`config.mk`:
```
export PLATFORM = sky130hd
export DESIGN_NAME = pa_ifu_icache_refill_wr
export DESIGN_NICKNAME = d
export VERILOG_FILES = /design/src/rtl/pa_ifu_icache_pkg.sv /design/src/rtl/pa_ifu_icache_refill_buf.sv /design/src/rtl/pa_ifu_icache_refill_wr.sv
export SDC_FILE = /design/constraint.sdc
export NUM_CORES = 1
export LEC_CHECK = 0
export ABC_CLOCK_PERIOD_IN_PS = 6100
export CAP_MARGIN = 25
export CORE_MARGIN = 1
export CORE_UTILIZATION = 41
export DETAILED_ROUTE_END_ITERATION = 7
export PLACE_DENSITY = 0.75
export SYNTH_ARGS = -nofsm -noshare
export SYNTH_HDL_FRONTEND = slang
export SYNTH_SLANG_ARGS = --single-unit
```
`constraint.sdc`:
```
create_clock -name forever_cpuclk -period 6.1 [get_ports forever_cpuclk]
set_clock_uncertainty 0.2 [all_clocks]
set_input_delay 0.915 -clock forever_cpuclk [delete_from_list [all_inputs] [get_ports forever_cpuclk]]
set_output_delay 0.915 -clock forever_cpuclk [all_outputs]
set_load 0.05 [all_outputs]
```
`src/rtl/pa_ifu_icache_pkg.sv`:
```
// Shared icache refill definitions: FSM encoding, default geometry, way decode.
package pa_ifu_icache_pkg;

    localparam int LINE_WORDS_DEF = 4;
    localparam int IDX_WIDTH_DEF  = 13;

    typedef enum logic [1:0] {
        ST_IDLE  = 2'd0,
        ST_FILL  = 2'd1,
        ST_DRAIN = 2'd2,
        ST_FLUSH = 2'd3
    } refill_st_e;

    function automatic logic [1:0] way_onehot(input logic way);
        return way ? 2'b10 : 2'b01;
    endfunction

endpackage

```
`src/rtl/pa_ifu_icache_refill_buf.sv`:
```
// Small refill beat FIFO; flush empties it in one cycle and overrides push/pop.
module pa_ifu_icache_refill_buf #(
    parameter int DEPTH = 2,
    parameter int DW    = 32
) (
    input  logic          clk,
    input  logic          rst_n,
    input  logic          flush,
    input  logic          push,
    input  logic [DW-1:0] push_data,
    input  logic          pop,
    output logic [DW-1:0] head,
    output logic          full,
    output logic          empty
);

    localparam int AW = $clog2(DEPTH);

    logic [DW-1:0] mem [DEPTH];
    logic [AW-1:0] wr_ptr, rd_ptr;
    logic [AW:0]   cnt;

    always_ff @(posedge clk or negedge rst_n) begin
        if (!rst_n) begin
            wr_ptr <= '0;
            rd_ptr <= '0;
            cnt    <= '0;
        end else if (flush) begin
            wr_ptr <= '0;
            rd_ptr <= '0;
            cnt    <= '0;
        end else begin
            if (push) wr_ptr <= wr_ptr + AW'(1);
            if (pop)  rd_ptr <= rd_ptr + AW'(1);
            cnt <= cnt + {{AW{1'b0}}, push} - {{AW{1'b0}}, pop};
        end
    end

    always_ff @(posedge clk) begin
        if (push && !flush) mem[wr_ptr] <= push_data;
    end

    assign head  = mem[rd_ptr];
    assign full  = cnt == (AW+1)'(DEPTH);
    assign empty = cnt == '0;

endmodule

```
`src/rtl/pa_ifu_icache_refill_wr.sv`:
```
// Icache refill write controller: buffers BIU beats and arbitrates the data array port with fetch.
// Optional critical-word bypass outputs are built when ICACHE_CRIT_WORD_BYPASS_EN is defined.
module pa_ifu_icache_refill_wr
    import pa_ifu_icache_pkg::*;
#(
    parameter  int LINE_WORDS = LINE_WORDS_DEF,
    parameter  int IDX_WIDTH  = IDX_WIDTH_DEF,
    parameter  int BUF_DEPTH  = 2,
    localparam int OFS_W      = $clog2(LINE_WORDS),
    localparam int SET_W      = IDX_WIDTH - OFS_W,
    localparam int CNT_W      = OFS_W + 1
) (
    input  logic                 forever_cpuclk,
    input  logic                 cpurst_b,
    input  logic                 refill_req,
    input  logic                 refill_way,
    input  logic [SET_W-1:0]     refill_set_idx,
    input  logic [OFS_W-1:0]     refill_word_ofs,
    input  logic                 biu_ifu_rdata_vld,
    input  logic [31:0]          biu_ifu_rdata,
    input  logic                 biu_ifu_rdata_last,
    input  logic                 biu_ifu_rdata_err,
    output logic                 ifu_biu_rdata_rdy,
    input  logic                 fetch_rd_req,
    input  logic [1:0]           fetch_rd_cen,
    input  logic [IDX_WIDTH-1:0] fetch_rd_idx,
    output logic                 fetch_rd_gnt,
    output logic [1:0]           icache_data_cen,
    output logic [1:0]           icache_data_wen,
    output logic [31:0]          icache_data_din,
    output logic [IDX_WIDTH-1:0] icache_data_idx,
    output logic                 refill_busy,
    output logic                 refill_done,
    output logic                 refill_err
`ifdef ICACHE_CRIT_WORD_BYPASS_EN
   ,output logic                 refill_byp_vld,
    output logic [31:0]          refill_byp_data
`endif
);

    refill_st_e       state, state_nxt;
    logic             way_q;
    logic [SET_W-1:0] set_q;
    logic [OFS_W-1:0] ofs_wr;
    logic [CNT_W-1:0] beat_cnt, wr_cnt, beat_cnt_nxt;
    logic             flush_last_q;

    logic             buf_full, buf_empty, buf_push, buf_flush;
    logic [31:0]      buf_head;
    logic             wr_issue, beat_acc;

    assign beat_cnt_nxt = beat_cnt + CNT_W'(1);

    // Writes yield to fetch unless the buffer is full, so beats never stall behind fetch forever.
    assign wr_issue = (state == ST_FILL || state == ST_DRAIN) && !buf_empty
                      && (!fetch_rd_req || buf_full);
    assign fetch_rd_gnt      = fetch_rd_req && !wr_issue;
    assign ifu_biu_rdata_rdy = (state == ST_FILL && !buf_full) || state == ST_FLUSH;
    assign beat_acc          = biu_ifu_rdata_vld && ifu_biu_rdata_rdy;
    assign buf_push          = state == ST_FILL && beat_acc && !biu_ifu_rdata_err;
    assign buf_flush         = state == ST_FLUSH;
    assign refill_busy       = state != ST_IDLE;

    pa_ifu_icache_refill_buf #(
        .DEPTH (BUF_DEPTH),
        .DW    (32)
    ) u_buf (
        .clk       (forever_cpuclk),
        .rst_n     (cpurst_b),
        .flush     (buf_flush),
        .push      (buf_push),
        .push_data (biu_ifu_rdata),
        .pop       (wr_issue),
        .head      (buf_head),
        .full      (buf_full),
        .empty     (buf_empty)
    );

    always_comb begin
        state_nxt   = state;
        refill_done = 1'b0;
        refill_err  = 1'b0;
        case (state)
            ST_IDLE: if (refill_req) state_nxt = ST_FILL;
            ST_FILL: begin
                if (beat_acc) begin
                    if (biu_ifu_rdata_err)
                        state_nxt = ST_FLUSH;
                    else if (biu_ifu_rdata_last && beat_cnt_nxt == CNT_W'(LINE_WORDS))
                        state_nxt = ST_DRAIN;
                    else if (biu_ifu_rdata_last || beat_cnt_nxt == CNT_W'(LINE_WORDS))
                        state_nxt = ST_FLUSH;
                end
            end
            ST_DRAIN: begin
                if (buf_empty && wr_cnt == CNT_W'(LINE_WORDS)) begin
                    refill_done = 1'b1;
                    state_nxt   = ST_IDLE;
                end
            end
            ST_FLUSH: begin
                if (flush_last_q || (beat_acc && biu_ifu_rdata_last)) begin
                    refill_err = 1'b1;
                    state_nxt  = ST_IDLE;
                end
            end
            default: state_nxt = ST_IDLE;
        endcase
    end

    always_ff @(posedge forever_cpuclk or negedge cpurst_b) begin
        if (!cpurst_b) state <= ST_IDLE;
        else           state <= state_nxt;
    end

    always_ff @(posedge forever_cpuclk or negedge cpurst_b) begin
        if (!cpurst_b) begin
            way_q        <= 1'b0;
            set_q        <= '0;
            ofs_wr       <= '0;
            beat_cnt     <= '0;
            wr_cnt       <= '0;
            flush_last_q <= 1'b0;
        end else if (state == ST_IDLE && refill_req) begin
            way_q        <= refill_way;
            set_q        <= refill_set_idx;
            ofs_wr       <= refill_word_ofs;
            beat_cnt     <= '0;
            wr_cnt       <= '0;
            flush_last_q <= 1'b0;
        end else begin
            if (buf_push) beat_cnt <= beat_cnt_nxt;
            if (wr_issue) begin
                ofs_wr <= ofs_wr + OFS_W'(1);
                wr_cnt <= wr_cnt + CNT_W'(1);
            end
            // Remember whether the aborting beat already closed the burst.
            if (state == ST_FILL && state_nxt == ST_FLUSH)
                flush_last_q <= biu_ifu_rdata_last;
        end
    end

    always_comb begin
        icache_data_cen = 2'b00;
        icache_data_wen = 2'b00;
        icache_data_din = '0;
        icache_data_idx = '0;
        if (wr_issue) begin
            icache_data_cen = way_onehot(way_q);
            icache_data_wen = way_onehot(way_q);
            icache_data_din = buf_head;
            icache_data_idx = {set_q, ofs_wr};
        end else if (fetch_rd_gnt) begin
            icache_data_cen = fetch_rd_cen;
            icache_data_idx = fetch_rd_idx;
        end
    end

`ifdef ICACHE_CRIT_WORD_BYPASS_EN
    assign refill_byp_vld  = state == ST_FILL && beat_acc && !biu_ifu_rdata_err
                             && beat_cnt == '0;
    assign refill_byp_data = biu_ifu_rdata;
`endif

endmodule

```
==> metrics.yaml <==
status: "finished clean"
num_antenna_cells: 0
ir_worst_vdd_uv: 304.7
p_int_mw: 1.563
relSlewSlack_pct: 35.43
vias: 2860
path_delay_family: "buffers and inverters"
p_comb_share_pct: 57.7
grt_pass1_wl_mm: 13.49
drive_above_1_share_pct: 6.725
rows: 35
hold_slack_ps: 280.3
worstMarginPinSlew_ps: 968.5
finalPower_mw: 3.036
switching_share_pct: 48.50
totalNegativeSetupSlack_ps: 0
root_buffer: "clkbuf_8"
path_buf_inv: 3
fp.dieH_um: 101.4
rrSetupSlack_ps: 3370
clockBufferDepth: 2
cts_resized: 0
dp_cells: 574
synth_nets: 415
syn_area_um2: 4053
synth_cell_types: 37
gp_congestion: 0.7324
post-cts-setup-buffer-count: 0
grt_usage_pct: 17.37
antenna_left: 0
arrival_ps: 3540
drt-initial-drc-count: 48
utilization_pct: 59.36
ys_warn_count: 0
start_util_pct: 43.04
seqPwrFrac_pct: 29.1
rsz0062_at_grt: "no"
crit_chain: "clkdlybuf4s50_1, nand2_1, o211ai_1, buf_4, and2_1, nand2_1, nand2_1, clkdlybuf4s50_1"
cts.sinks: 91
clk_pin_slew_ps: 80
ys_seq_area_share_pct: 64.09
cp_max_fo: 47
viasPerCell: 4.847
critPathRequiredTime_ps: 4980
reg2reg_from: "state[0]"
area_growth_pct: 37.91
core_area_um2: 9415
ys.flop_type: "edfxtp_1"
final_nets: 535
crit_path_top_delay_cell: "clkdlybuf4s50_1"
cts.hold.buffers_added: 0
crit_top_cell: "nand2_1"
synthCells: 336
hold_violations: 0
cellPowerDensity_nw_per_um2: 543.2
worstSetupPathType: "input pin to primary output"
ys_ff_latch: 91
cp-start-kind: "input pin"
min_path_type: "register to register"
avgSynthCellArea_um2: 12.06
p_leak_nw: 2.251
synth_edf_count: 64
h-tree-depth: 3
fillers: 780
fin_crit_ps: 4657
grt_max_degree: 48
critPathMaxStageDelay_ps: 800
dieArea_um2: 10290
drc: 0
port_buffers: 121
layout.cells.non_filler: 590
routed_wirelength_mm: 8.578
grt_pass1_vias: 2886
place_hpwl_mm: 5.939
switching_power_mw: 1.473
timing.fmax_mhz: 214.8
critPathCaptureType: "primary output"
drv_slew: 0
antenna_found_initial: 0
clk_latency_ps: 350
crit_start: "fetch_rd_req"
setup_viol: 0
worstHoldStart: "set_q[7]"
clkPwrFrac_pct: 13.3
drt_pass1_iterations: 4
numCtsBuffers: 9
die_x_um: 101.4
wl_per_cell_um: 14.54
cts_tree: "built"
maxCapViolCount: 0
grt_overflow: 0
async_flop_share_pct: 29.67
min_period_over_period_pct: 76.34
num_io_pins: 122
==> layout make-up <==
cell class                      instances  area, µm²  area share, %
Clock buffer                            9      123.9          2.216
Clock inverter                          7      75.07          1.343
Inverter                               10      38.79         0.6940
Multi-Input combinational cell        219       1350          24.15
Sequential cell                        91       2599          46.50
Tap cell                              129      161.4          2.888
Timing Repair Buffer                  125       1241          22.21
==> cells by family after synthesis <==
group	share of synthesized area, %
AOI/OAI and AO/OA	3.180
xor gates and xnor gates	2.377
adders and majority gates	3.396
buffers and inverters	2.840
DFF	64.09
muxes	8.151
and+or+nand+nor	15.96
==> cell usage in the layout, fill, tap and decap left out, drive strengths merged, types with 3 or more instances in the layout <==
cell type and instances:
clkbuf 9, xor2 5, clkinv 3, a21oi 5, and2 3, inv 11, nand2 77, a21o 3
xnor2 6, buf 4, dfrtp 27, nor2 43, ha 11, clkdlybuf4s50 121, edfxtp 64, nand3 12
mux2i 33
==> tightest hold or removal path, stage by stage (launching register included) <==
cell     delay (ps)
dfrtp_1         350
nand2_1          50
nand2_1          50
==> metal layers <==
| layer | vias up | GRT usage [%] | share of wire (%) | routed length (µm) |
|---|---|---|---|---|
| li1 | 1388 | - | - | - |
| met1 | 1359 | 20.40 | 44 | 3735 |
| met2 | 105 | 30.09 | 47 | 4072 |
| met3 | 8 | 5.866 | 8.2 | 703 |
| met4 | 0 | 5.463 | 0.77 | 66 |
| met5 | - | 0 | 0 | 0 |
==> metrics by stage <==
stage / setup WS [ps] / cell area, µm²
after floorplan: 1693 / 4053
final: 1443 / 5589
after global placement: 1496 / 5390
after CTS: 1440 / 5589
after global routing: 1285 / 5589
after detailed placement: 1441 / 5390
==> cells in the mapped netlist (all sizes together) (5+ instances only) <==
library cell  count  share of area (%)
buf              11                1.4
nor2             43                4.0
ha               11                3.4
nand3            12                1.5
a21oi             5               0.62
dfrtp            27                 17
clkbuf            5               0.46
nand2            77                7.3
mux2i            33                8.2
xor2              5                1.1
xnor2             6                1.3
edfxtp           64                 47
inv               9               0.83
==> final timing paths <==
kind | end | cells past startpoint
worst min register to register | set_q[7] | 2
worst max-delay path | icache_data_idx[0] | 8
worst min-delay path | set_q[7] | 2
worst max register to register | u_buf.cnt[1] | 10
max in group asynchronous | u_buf.rd_ptr | 2
min in group asynchronous | state[1] | 2
==> power groups by stage <==
stage | clock network, mW | registers (mW) | logic, mW
6_report | 0.403 | 0.883 | 1.75
5_1_grt | 0.441 | 0.901 | 1.86
4_1_cts | 0.415 | 0.885 | 1.77
3_5_place_dp | 0 | 0.899 | 1.76
3_3_place_gp | 0 | 0.893 | 1.74
2_1_floorplan | 0 | 0.829 | 1.29
==> sequential cells by signal (all words and copies together), names as in the netlist <==
signal and flops:
beat_cnt 3, flush_last_q 1, ofs_wr 2, set_q 11, state 2, u_buf.cnt 2, u_buf.mem 64, u_buf.rd_ptr 1
u_buf.wr_ptr 1, way_q 1, wr_cnt 3
(Power assumes the default switching activity.)
